### config.mk
export PLATFORM = sky130hd
export DESIGN_NAME = product_reg_seq_flat
export DESIGN_NICKNAME = d
export VERILOG_FILES = /design/src/rtl/product_reg_seq_pkg.sv /design/src/rtl/product_reg_seq_if.sv /design/src/rtl/product_reg_seq_row_prio_enc.sv /design/src/rtl/product_reg_seq.sv /design/src/flat_wrapper.sv
export SDC_FILE = /design/constraint.sdc
export NUM_CORES = 1
export LEC_CHECK = 0
export CAP_MARGIN = 10
export CORE_AREA = 2 2 108 110
export DETAILED_ROUTE_END_ITERATION = 12
export DIE_AREA = 0 0 110 112
export PLACE_DENSITY = 0.68
export SYNTH_ARGS = -nofsm -noshare
export SYNTH_HDL_FRONTEND = slang
export SYNTH_SLANG_ARGS = --single-unit
export TNS_END_PERCENT = 5
### constraint.sdc
create_clock -name clk -period 7.8 [get_ports clk]
set_input_delay 1.56 -clock clk [delete_from_list [all_inputs] [get_ports clk]]
set_output_delay 1.56 -clock clk [all_outputs]
set_load 0.05 [all_outputs]
### src/rtl/product_reg_seq_pkg.sv
// Shared definitions for the product/accumulator register-bank tile sequencer.
package product_reg_seq_pkg;

  localparam int PRS_ROWS = 32;

  localparam int PRS_K_W = 8;

  // Must track the multiplier pipeline depth so wr_en lines up with products.
  localparam int PRS_LAT = 2;

  typedef enum logic [2:0] {
    IDLE,
    CLEAR,
    ACCUM,
    FLUSH,
    DRAIN
  } seq_state_t;

endpackage

### src/rtl/product_reg_seq_if.sv
// Control, input-beat, bank-enable and drain handshake signals of the tile sequencer.
interface product_reg_seq_if #(
    parameter int ROWS = 32,
    parameter int K_W  = 8
);
    localparam int ROW_W = $clog2(ROWS);

    logic             start;
    logic [K_W-1:0]   k_len;
    logic [ROWS-1:0]  row_mask;
    logic             busy;
    logic             done;
    logic             clr;
    logic             in_valid;
    logic             in_ready;
    logic [ROWS-1:0]  wr_en;
    logic             drain_valid;
    logic             drain_ready;
    logic [ROW_W-1:0] drain_row;
    logic             drain_last;

    // master: the sequencer itself; slave: controller, front-end and write-back side.
    modport master (
        input  start, k_len, row_mask, in_valid, drain_ready,
        output busy, done, clr, in_ready, wr_en, drain_valid, drain_row, drain_last
    );

    modport slave (
        output start, k_len, row_mask, in_valid, drain_ready,
        input  busy, done, clr, in_ready, wr_en, drain_valid, drain_row, drain_last
    );

endinterface

### src/rtl/product_reg_seq_row_prio_enc.sv
// Lowest-set-bit index of a row vector, plus a flag telling whether any higher bit is also set.
module row_prio_enc #(
    parameter int ROWS = 32
) (
    input  logic [ROWS-1:0]          vec_i,
    output logic [$clog2(ROWS)-1:0]  idx_o,
    output logic                     more_o
);
    localparam int ROW_W = $clog2(ROWS);

    always_comb begin
        idx_o = '0;
        for (int i = ROWS - 1; i >= 0; i--) begin
            if (vec_i[i]) begin
                idx_o = ROW_W'(i);
            end
        end
    end

    // Clearing the lowest set bit leaves something only if more rows remain.
    assign more_o = |(vec_i & (vec_i - ROWS'(1)));

endmodule

### src/rtl/product_reg_seq.sv
// Tile sequencer: clears the product bank, accepts k_len beats, issues per-row write
// enables at multiplier latency, then drains the masked rows over valid/ready.
module product_reg_seq
    import product_reg_seq_pkg::*;
#(
    parameter int ROWS = PRS_ROWS,
    parameter int K_W  = PRS_K_W,
    parameter int LAT  = PRS_LAT
) (
    input  logic                clk,
    input  logic                rst_n,
    product_reg_seq_if.master   bus
);
    localparam int ROW_W = $clog2(ROWS);

    seq_state_t       state_q, state_d;
    logic [K_W-1:0]   k_len_q, k_len_d;
    logic [K_W-1:0]   beat_cnt_q, beat_cnt_d;
    logic [ROWS-1:0]  mask_q, mask_d;
    logic [ROWS-1:0]  rem_q, rem_d;
    logic [LAT-1:0]   pipe_q, pipe_d;
    logic             done_q, done_d;

    logic             accept;
    logic             xfer;
    logic [ROW_W-1:0] enc_idx;
    logic             enc_more;

    assign accept = (state_q == ACCUM) && bus.in_valid;
    assign xfer   = (state_q == DRAIN) && bus.drain_ready;

    // rem_q holds the rows not yet drained; its lowest set bit is the current row.
    row_prio_enc #(.ROWS(ROWS)) u_enc (
        .vec_i  (rem_q),
        .idx_o  (enc_idx),
        .more_o (enc_more)
    );

    generate
        if (LAT == 1) begin : g_pipe1
            assign pipe_d = accept;
        end else begin : g_pipen
            assign pipe_d = {pipe_q[LAT-2:0], accept};
        end
    endgenerate

    always_comb begin
        state_d    = state_q;
        k_len_d    = k_len_q;
        beat_cnt_d = beat_cnt_q;
        mask_d     = mask_q;
        rem_d      = rem_q;
        done_d     = 1'b0;
        case (state_q)
            IDLE: begin
                if (bus.start) begin
                    k_len_d    = bus.k_len;
                    mask_d     = bus.row_mask;
                    rem_d      = bus.row_mask;
                    beat_cnt_d = '0;
                    state_d    = CLEAR;
                end
            end
            CLEAR: begin
                if (k_len_q != '0) begin
                    state_d = ACCUM;
                end else if (mask_q != '0) begin
                    state_d = DRAIN;
                end else begin
                    state_d = IDLE;
                    done_d  = 1'b1;
                end
            end
            ACCUM: begin
                if (accept) begin
                    if (beat_cnt_q == k_len_q - K_W'(1)) begin
                        state_d = FLUSH;
                    end else begin
                        beat_cnt_d = beat_cnt_q + K_W'(1);
                    end
                end
            end
            FLUSH: begin
                if (pipe_q == '0) begin
                    if (mask_q != '0) begin
                        state_d = DRAIN;
                    end else begin
                        state_d = IDLE;
                        done_d  = 1'b1;
                    end
                end
            end
            DRAIN: begin
                if (xfer) begin
                    rem_d = rem_q & (rem_q - ROWS'(1));
                    if (!enc_more) begin
                        state_d = IDLE;
                        done_d  = 1'b1;
                    end
                end
            end
            default: state_d = IDLE;
        endcase
    end

    always_ff @(posedge clk) begin
        if (!rst_n) begin
            state_q    <= IDLE;
            k_len_q    <= '0;
            beat_cnt_q <= '0;
            mask_q     <= '0;
            rem_q      <= '0;
            pipe_q     <= '0;
            done_q     <= 1'b0;
        end else begin
            state_q    <= state_d;
            k_len_q    <= k_len_d;
            beat_cnt_q <= beat_cnt_d;
            mask_q     <= mask_d;
            rem_q      <= rem_d;
            pipe_q     <= pipe_d;
            done_q     <= done_d;
        end
    end

    assign bus.busy        = (state_q != IDLE);
    assign bus.done        = done_q;
    assign bus.clr         = (state_q == CLEAR);
    assign bus.in_ready    = (state_q == ACCUM);
    assign bus.wr_en       = pipe_q[LAT-1] ? mask_q : '0;
    assign bus.drain_valid = (state_q == DRAIN);
    assign bus.drain_row   = (state_q == DRAIN) ? enc_idx : '0;
    assign bus.drain_last  = (state_q == DRAIN) && !enc_more;

endmodule

### src/flat_wrapper.sv
// flat-port wrapper written by rule: the top's interface ports become plain ports
module product_reg_seq_flat import product_reg_seq_pkg::*;
#(
    parameter int ROWS = PRS_ROWS,
    parameter int K_W  = PRS_K_W,
    parameter int LAT  = PRS_LAT
)
  (clk, rst_n, bus_start, bus_k_len, bus_row_mask, bus_in_valid, bus_drain_ready, bus_busy, bus_done, bus_clr, bus_in_ready, bus_wr_en, bus_drain_valid, bus_drain_row, bus_drain_last);
  product_reg_seq_if #(.ROWS(ROWS), .K_W(K_W)) bus_i ();
  input  logic clk;
  input  logic rst_n;
  input wire logic [$bits(bus_i.start)-1:0] bus_start;
  input wire logic [$bits(bus_i.k_len)-1:0] bus_k_len;
  input wire logic [$bits(bus_i.row_mask)-1:0] bus_row_mask;
  input wire logic [$bits(bus_i.in_valid)-1:0] bus_in_valid;
  input wire logic [$bits(bus_i.drain_ready)-1:0] bus_drain_ready;
  output wire logic [$bits(bus_i.busy)-1:0] bus_busy;
  output wire logic [$bits(bus_i.done)-1:0] bus_done;
  output wire logic [$bits(bus_i.clr)-1:0] bus_clr;
  output wire logic [$bits(bus_i.in_ready)-1:0] bus_in_ready;
  output wire logic [$bits(bus_i.wr_en)-1:0] bus_wr_en;
  output wire logic [$bits(bus_i.drain_valid)-1:0] bus_drain_valid;
  output wire logic [$bits(bus_i.drain_row)-1:0] bus_drain_row;
  output wire logic [$bits(bus_i.drain_last)-1:0] bus_drain_last;
  assign bus_i.start = bus_start;
  assign bus_i.k_len = bus_k_len;
  assign bus_i.row_mask = bus_row_mask;
  assign bus_i.in_valid = bus_in_valid;
  assign bus_i.drain_ready = bus_drain_ready;
  assign bus_busy = bus_i.busy;
  assign bus_done = bus_i.done;
  assign bus_clr = bus_i.clr;
  assign bus_in_ready = bus_i.in_ready;
  assign bus_wr_en = bus_i.wr_en;
  assign bus_drain_valid = bus_i.drain_valid;
  assign bus_drain_row = bus_i.drain_row;
  assign bus_drain_last = bus_i.drain_last;
  product_reg_seq #(.ROWS(ROWS), .K_W(K_W), .LAT(LAT)) u_core (.clk(clk), .rst_n(rst_n), .bus(bus_i));
endmodule
==> After elaboration in Yosys (flattened, before gate mapping) <==
Cells that the tools add are included.
{ "totals": {"out_inout_bits": 43, "elab_cells": 95, "regBits": 86, "in_bits": 45} }
{ "op_classes": {"n_addsub": 3, "reduce_logical": 16, "n_eq_ne": 12, "n_mux": 56, "bitwise": 1} }
{ "op_table": {"columns": ["operator", "n"], "rows": [
  ["5-bit two-way mux", 33],
  ["32-bit two-way mux", 3],
  ["32-bit case mux with 2 select lines", 1],
  ["32-bit AND", 1],
  ["32-bit nonzero test", 1],
  ["32-bit OR reduction", 1],
  ["32-bit by 1-bit subtractor with 32-bit output (second input constant)", 1],
  ["3-bit two-way mux", 8],
  ["8-bit two-way mux", 3],
  ["8-bit case mux with 2 select lines", 1],
  ["3-bit case mux with 5 select lines", 1],
  ["8-bit by 1-bit adder with 8-bit output (second input constant)", 1],
  ["8-bit equality test", 1],
  ["2-bit by 1-bit != test with 1-bit output (second input constant)", 4],
  ["8-bit nonzero test", 1],
  ["8-bit by 1-bit subtractor with 8-bit output (second input constant)", 1],
  ["3-bit by 2-bit equality test with 1-bit output (second input constant)", 2],
  ["2-bit != test (second input constant)", 3],
  ["6-bit AND reduction", 1],
  ["1-bit two-way mux", 5],
  ["4-bit AND reduction", 1],
  ["2-bit nonzero test", 2],
  ["3-bit by 1-bit equality test with 1-bit output (second input constant)", 1],
  ["3-bit equality test (second input constant)", 1],
  ["8 further kinds", 10]
]} }

==> Longest topological paths before layout <==
{ "depth": {"word_depth": 33, "ltp_mapped": 9, "ltp_nobuf": 9} }

==> Hierarchy <==
A second synthesis with hierarchy kept.
{ "hier_totals": {"cells_unflattened": 637, "hier_area_um2": 4907.2} }
{ "modules_own_cells": {"columns": ["mod", "area_per_inst_um2", "seq_area_each_um2", "cells_each", "instances"], "rows": [
  ["product_reg_seq", 4185.3, 1721.7, 520, 1],
  ["row_prio_enc", 721.9, 0.0, 117, 1]
]} }

==> Worst setup path after synthesis <==
OpenSTA, ideal clock, no wires.
{ "synth_path": {"path_type": "register -> output", "startpoint": "register u_core.rem_q[6]", "endpoint": "output port bus_drain_row[0]", "arrival_time_ps": 3488, "slack_ps": 2752, "n_path_buf": 1, "stages_incl_launch_ff": 6, "path_cell_list": "dfxtp_1 > clkbuf_1 > nor3_1 > o21ai_0 > o221a_2 > a2111oi_0"} }
{ "synth_via": {"elab_chain_cells": 8} }
{ "synth_rtl": {"columns": ["element", "line", "text"], "rows": [
  ["from (decl)", "product_reg_seq.sv:20", "logic [ROWS-1:0] rem_q, rem_d;"],
  ["from (signal assigned)", "product_reg_seq.sv:120", "rem_q <= rem_d;"],
  ["5-bit two-way mux (7 in series)", "product_reg_seq_row_prio_enc.sv:14", "if (vec_i[i]) begin"],
  ["5-bit two-way mux", "product_reg_seq.sv:132", "assign bus.drain_row = (state_q == DRAIN) ? enc_idx : '0;"],
  ["to (decl)", "flat_wrapper.sv:23", "output wire logic [$bits(bus_i.drain_row)-1:0] bus_drain_row;"]
]} }
Every way passes these cells.

==> Worst setup path after layout <==
{ "layout_path": {"startpoint": "register u_core.rem_q[1]", "endpoint": "output port bus_drain_last"} }
{ "layout_via": {"elab_chain_cells": 5} }
{ "layout_rtl": {"columns": ["element", "line", "text"], "rows": [
  ["32-bit by 1-bit subtractor with 32-bit output", "product_reg_seq_row_prio_enc.sv:21", "assign more_o = |(vec_i & (vec_i - ROWS'(1)));"],
  ["32-bit AND *", "product_reg_seq_row_prio_enc.sv:21", null],
  ["32-bit OR reduction *", "product_reg_seq_row_prio_enc.sv:21", null],
  ["1-bit logical NOT *", null, null],
  ["1-bit logical AND *", "product_reg_seq.sv:133", "assign bus.drain_last = (state_q == DRAIN) && !enc_more;"],
  ["to (decl)", "flat_wrapper.sv:24", "output wire logic [$bits(bus_i.drain_last)-1:0] bus_drain_last;"]
]} }
Every way passes the cells marked *; elsewhere a longest branch is shown, timed or not.

==> impl_table.tex <==
\begin{tabular}{lr}
\hline
Metric & Value \\
\hline
\multicolumn{2}{l}{\textbf{Timing}} \\
Measured slew at the worst slew-check pin & 1.038 ns \\
Clk\_skew & 0.007832 ns \\
Fin. Hold Viols & 0 \\
Number of endpoints failing setup at the final stage & 0 \\
Fin. max-slew vios & 0 \\
Worst rel slew slack & 30.82\% \\
Post-route clock period utilization & 67.09\% \\
Highest attainable clock frequency & 191.1 MHz \\
RSZ-0062 raised after global routing & false \\
Final critical-path required period & 5.233 ns \\
Total negative slack for setup checks & 0 ns \\
\multicolumn{2}{l}{\textbf{Outcome}} \\
Result of the run & finished clean \\
\multicolumn{2}{l}{\textbf{Power}} \\
Power per unit of standard cell area & 220.5 nW/um2 \\
Cell leakage power & 2.152 nW \\
IR Drop Worst-Case VDD & 202.1 uV \\
\multicolumn{2}{l}{\textbf{Clocking}} \\
\# resized after CTS & 0 \\
Worst skew pair latency & 0.35 ns \\
Clock net sink count & 86 \\
Clock buffers created by TritonCTS & 9 \\
Number of hold-repair buffers added at the cts stage & 0 \\
H-tree levels & 3 \\
Clock slew seen by the registers of the worst setup and hold paths & 0.06 ns \\
Deepest clock path buffer count & 2 \\
Buffer type at the clock tree root & sky130\_fd\_sc\_hd\_\_clkbuf\_16 \\
Setup Fix Bufs, Post-CTS & 0 \\
CTS tree & yes \\
\multicolumn{2}{l}{\textbf{Yosys}} \\
Sequential-to-total area share from yosys stat & 35.97\% \\
Warnings from Yosys & 0 \\
Synth Area per Inst & 7.363 um2 \\
Mapped Cells & 650 \\
Number of different library cells in the post-synthesis netlist & 61 \\
Number of flops mapped to enable cells by yosys & 0 \\
Most frequent cells after synthesis & sky130\_fd\_sc\_hd\_\_nand2\_1, sky130\_fd\_sc\_hd\_\_dfxtp\_1, sky130\_fd\_sc\_hd\_\_a21oi\_1 \\
Most frequently used flop master after synthesis & sky130\_fd\_sc\_hd\_\_dfxtp\_1 \\
Cells taking the most area after synthesis & sky130\_fd\_sc\_hd\_\_dfxtp\_1, sky130\_fd\_sc\_hd\_\_nand2\_1, sky130\_fd\_sc\_hd\_\_a21oi\_1 \\
Async S/R FF share, synth & 0\% \\
Most frequent cell after synthesis & sky130\_fd\_sc\_hd\_\_nand2\_1 \\
Number of register bits inferred by synthesis & 86 \\
Cell Area, Synth & 4786 um2 \\
Top-area cell type share of the netlist area & 35.97\% \\
Post-Synthesis Net Count & 697 \\
Yosys top cell by area & sky130\_fd\_sc\_hd\_\_dfxtp\_1 \\
\multicolumn{2}{l}{\textbf{Worst hold path}} \\
Start point of the worst min-delay path & u\_core.mask\_q[25] \\
Min-Delay Path Depth & 2 \\
Hold WC Path Type & reg -> reg \\
\multicolumn{2}{l}{\textbf{Placement}} \\
Half-perimeter wire length after placement & 10.62 mm \\
Placed instance area & 5713 um2 \\
PortBufs & 87 \\
Weighted congestion at the end of routability-driven global placement & 0.8623 \\
\multicolumn{2}{l}{\textbf{Floorplan}} \\
Io pins & 88 \\
Standard-cell rows & 39 \\
Starting utilization of the core area & 42.83\% \\
Die area & 12,320 um2 \\
Core area & 11,170 um2 \\
Die Wd & 110 um \\
Die height & 112 um \\
\multicolumn{2}{l}{\textbf{Final layout}} \\
Final cell utilization of the core & 53.89\% \\
Final design instance area without fill & 6022 um2 \\
Number of nets in the final layout & 757 \\
Area growth from synthesis to layout & 25.83\% \\
Share of layout cells above drive strength 1 & 5.734\% \\
Final antenna diode count & 0 \\
Filler cell count in the final layout & 1,096 \\
\multicolumn{2}{l}{\textbf{Worst setup path}} \\
Kind of capture point of the worst setup path & output port \\
Worst setup path start & u\_core.rem\_q[1] \\
Required time of the critical path & 6.24 ns \\
Largest fanout on the critical path & 10 \\
Reg-to-reg startpoint & u\_core.state\_q[0] \\
Worst Path Arrival & 3.67 ns \\
Number of cell instances on the worst register-to-register path & 7 \\
Kind of critical path & reg -> out \\
Category of the worst setup path launch point & flop \\
\multicolumn{2}{l}{\textbf{Route}} \\
Antenna Violating Nets Remaining & 0 \\
Number of vias per cell & 5.713 \\
First-iteration detailed-routing DRC count & 316 \\
Final routed DRC violation total & 0 \\
Wirelength, routed & 14.72 mm \\
First-pass iteration count of the detailed router & 5 \\
Post-detailed-route wirelength per cell & 17.16 um \\
Via total after detailed routing & 4,902 \\
\multicolumn{2}{l}{\textbf{Global route}} \\
Global-route wire length before repair & 23.29 mm \\
Initial antenna violation count & 0 \\
Overflow left after global routing & 0 \\
Overall routing resource usage & 24.50\% \\
Via count of the first global-routing pass & 4,623 \\
Maximum number of pins on one net before global-route repair & 49 \\
\multicolumn{2}{l}{\textbf{Flow run}} \\
Max-Cap Viols & 0 \\
\hline
\end{tabular}
## layout make-up
| type | count | area (um2) | share of cell area, % |
|---|---|---|---|
| Sequential cell | 86 | 1722 | 28.59 |
| Clock inverter | 5 | 56.30 | 0.9350 |
| Clock buffer | 11 | 252.7 | 4.197 |
| Tap cell | 143 | 178.9 | 2.971 |
| Inverter | 14 | 52.55 | 0.8726 |
| Multi-Input combinational cell | 507 | 2851 | 47.35 |
| Timing Repair Buffer | 92 | 908.4 | 15.08 |
## stage by stage
stage	cells	setup slack, ns	hold slack (ns)	power, W
detailed placement	842	2.935	0.4472	0.0008839
finish	858	2.567	0.4692	0.001328
CTS	858	2.543	0.4668	0.001335
global route	858	2.242	0.4824	0.001399
global placement	842	2.985	0.4518	0.0008810
floorplan	650	2.752	0.4309	0.0007731
## per-layer routing
metal / track usage, % / up-vias / share of wire [%]
met1: 33.32 / 2327 / 46
met2: 37.63 / 141 / 46
met3: 5.328 / 30 / 5.1
met4: 9.451 / 0 / 2.3
li1: - / 2404 / -
met5: 0 / - / 0
## worst max-delay path, cell delays in order, from the launching register on
cell                              delay [ns]
sky130_fd_sc_hd__dfxtp_1                0.42
sky130_fd_sc_hd__nor4_4                 0.56
sky130_fd_sc_hd__and4_1                 0.49
sky130_fd_sc_hd__nand3_1                0.15
sky130_fd_sc_hd__maj3_1                 0.41
sky130_fd_sc_hd__nor4_1                 0.17
sky130_fd_sc_hd__nand3_1                0.14
sky130_fd_sc_hd__nor3_1                 0.15
sky130_fd_sc_hd__clkdlybuf4s50_1        0.82
## sequential cells by signal, indices dropped and copies added, names as in the netlist
| signal | count |
|---|---|
| u_core.k_len_q | 8 |
| u_core.mask_q | 32 |
| u_core.state_q | 3 |
| u_core.pipe_q | 2 |
| u_core.beat_cnt_q | 8 |
| u_core.rem_q | 32 |
| u_core.bus.done | 1 |
## cell usage in the layout (no fill, tap or decap), types with 10 or more instances in the layout
| cell | instances |
|---|---|
| sky130_fd_sc_hd__inv_1 | 14 |
| sky130_fd_sc_hd__o21ai_0 | 40 |
| sky130_fd_sc_hd__a211oi_1 | 10 |
| sky130_fd_sc_hd__and2_1 | 37 |
| sky130_fd_sc_hd__clkdlybuf4s50_1 | 87 |
| sky130_fd_sc_hd__dfxtp_1 | 86 |
| sky130_fd_sc_hd__a21oi_1 | 70 |
| sky130_fd_sc_hd__nor3_1 | 16 |
| sky130_fd_sc_hd__a21boi_0 | 30 |
| sky130_fd_sc_hd__nand2_1 | 119 |
| sky130_fd_sc_hd__nor2_1 | 54 |
| sky130_fd_sc_hd__nor4_1 | 15 |
## kinds of logic (layout without fill, tap and decap cells)
family	Yosys count	in the layout	share of synthesized area, %
simple gates	302	302	31.53
mux	1	1	0.2353
flops	86	86	35.97
compound gates	185	185	23.82
xor+xnor	11	11	2.013
buf+inv	57	122	4.627
fa+ha+maj	8	8	1.804
## power by group
part	internal (W)	switching, W	leakage, nW
clock	0.000266	0.000184	0.152
sequential	0.000477	0.0000541	0.705
combinational	0.000138	0.000210	1.30
## worst paths after layout
check	endpoint	slack, ns
setup / recovery	bus_drain_last	2.57
hold / removal	u_core.mask_q[25]	0.47
setup reg to reg	u_core.rem_q[31]	4.73
hold reg to reg	u_core.mask_q[25]	0.47
(Power assumes the default switching activity.)
==> variant: new RTL, same flow settings <==
Change the package constant `PRS_K_W` from 8 to 10.
--- a/src/rtl/product_reg_seq_pkg.sv
+++ b/src/rtl/product_reg_seq_pkg.sv
@@ -5,3 +5,3 @@
 
-  localparam int PRS_K_W = 8;
+  localparam int PRS_K_W = 10;
 
Interface: changed (resized bus_k_len); port bits go from 88 to 90. The function was not compared with the original's and may differ.
==> variant against the original RTL <==
Final area rose by 8.9%; highest routed layer unchanged; critical path type unchanged; sequential cell count increased by 4; wire length up 7.9%; setup slack lost 0.86 ns; first-iteration DRC count up 29%; critical path depth shrank 1; area after synthesis rose by 13%; non-clock buffer count up 3; utilization up 4.8 points.
Power is not compared: it rests on default switching activity, and its combinational part moved more than twofold at a synthesized area within 25%.
==> variant: results (changes against the original RTL) <==
| Metric | Value |
|---|---|
| Initial DRC count | `408 (+29%)` |
| Initial antenna violation count | `0 (unchanged)` |
| Met3 routed WL | `788 um (+5.8%)` |
| Met1 Use GR | `33.8% (+0.47 points)` |
| Worst slack at placement | `2.20 ns (-0.737 ns)` |
| Seq cells | `90 (+4.7%)` |
| Commonest cells post-synth | `nand2_1, dfxtp_1, clkbuf_1` |
| Filler instances | `1072 (-2.2%)` |
| Number of nets in the layout | `820 (+8.3%)` |
| Final wirelength | `15.9 mm (+7.9%)` |
| Post-DP Area | `6290 um2 (+10%)` |
| Fraction of area in multi-input gates | `50.7% (+3.3 points)` |
| Grt met2 use | `45.2% (+7.5 points)` |
| Crit Path Max Fanout | `14 (+4)` |
| FFs w/ async S/R, synth | `0% (unchanged)` |
| Layout cells sized above 1 | `4.39% (-1.3 points)` |
| Largest net degree at the start of global routing | `88 (+80%)` |
| Placer Congestion | `0.938 (+8.8%)` |
| Max frequency | `0.164 GHz (-14%)` |
| CP arrival | `4.53 ns (+0.86 ns)` |
| Status | `complete, no violations` |
| Synth area leaders | `dfxtp_1, nand2_1, a21boi_0, and2_1, clkbuf_1` |
| Routed vias/inst | `5.98 (+4.7%)` |
| M1 WL | `7.06 mm (+3.6%)` |
| Crit-path leading delay family | `simple AND/OR/NAND/NOR gates` |
| Register-to-register setup slack | `4.00 ns (-0.73 ns)` |
| RR Endpoint | `u_core.state_q[2]$_SDFFE_PN0P_` |
| Hold path endpoint | `u_core.mask_q[13]$_SDFFE_PN0P_` |
| Hold_sp | `u_core.mask_q[13]$_SDFFE_PN0P_` |
| Post-synthesis sequential area ratio | `33.3% (-2.7 points)` |
| Syn_nets | `776 (+11%)` |
| Layout Skew | `0.00570 ns (-0.00213 ns)` |
| Buffers excl. clock | `95 (+3.3%)` |
| Clkbuf count | `12 (+1)` |
| Total GRT Usage | `26.8% (+2.3 points)` |
| FF/Latch Area | `1800 um2 (+4.7%)` |
| Register share of the cell area | `27.5% (-1.1 points)` |
| Worst-case reg-to-reg path depth | `6 (-1)` |
| Met3 usage | `6.56% (+1.2 points)` |
| Number of multi-input combinational cells | `561 (+11%)` |
| First-pass GRT wire length | `25.9 mm (+11%)` |
| Worst slew margin | `32.1% (+1.3 points)` |
| Signal buf overhead | `14.2% (-0.89 points)` |
| ClkCell Share | `4.14% (-0.99 points)` |
| Root Driver | `clkbuf_16` |
| Vias in the first global route | `5254 (+14%)` |
| DPL Wire Length | `11.3 mm (+6.3%)` |
==> variant: cell families after synthesis <==
group	Yosys count	share of synthesized area [%]
flip-flops	90	33.3
AO/OA/AOI/OAI	208	27.1
AND/OR/NAND/NOR	332	30.5
XOR/XNOR	12	1.94
buffers and inverters	76	5.46
adder cells (fa/ha/maj)	5	1.02
multiplexers	4	0.763
==> variant: per-stage QoR <==
| step | std cells | hold WS, ns |
|---|---|---|
| 3_5_place_dp | 903 | 0.473 |
| 4_1_cts | 918 | 0.482 |
| 5_1_grt | 918 | 0.493 |
| 2_1_floorplan | 727 | 0.452 |
| 3_3_place_gp | 903 | 0.463 |
| 6_report | 918 | 0.477 |
==> variant: power by group through the flow <==
stage / Combinational [W] / Clock [W] / Sequential [W]
final: 0.00114 / 0.000404 / 0.000729
after global routing: 0.00126 / 0.000428 / 0.000751
after CTS: 0.00113 / 0.000410 / 0.000723
after detailed placement: 0.00112 / 0 / 0.000733
after global placement: 0.00111 / 0 / 0.000727
after floorplan: 0.000911 / 0 / 0.000640
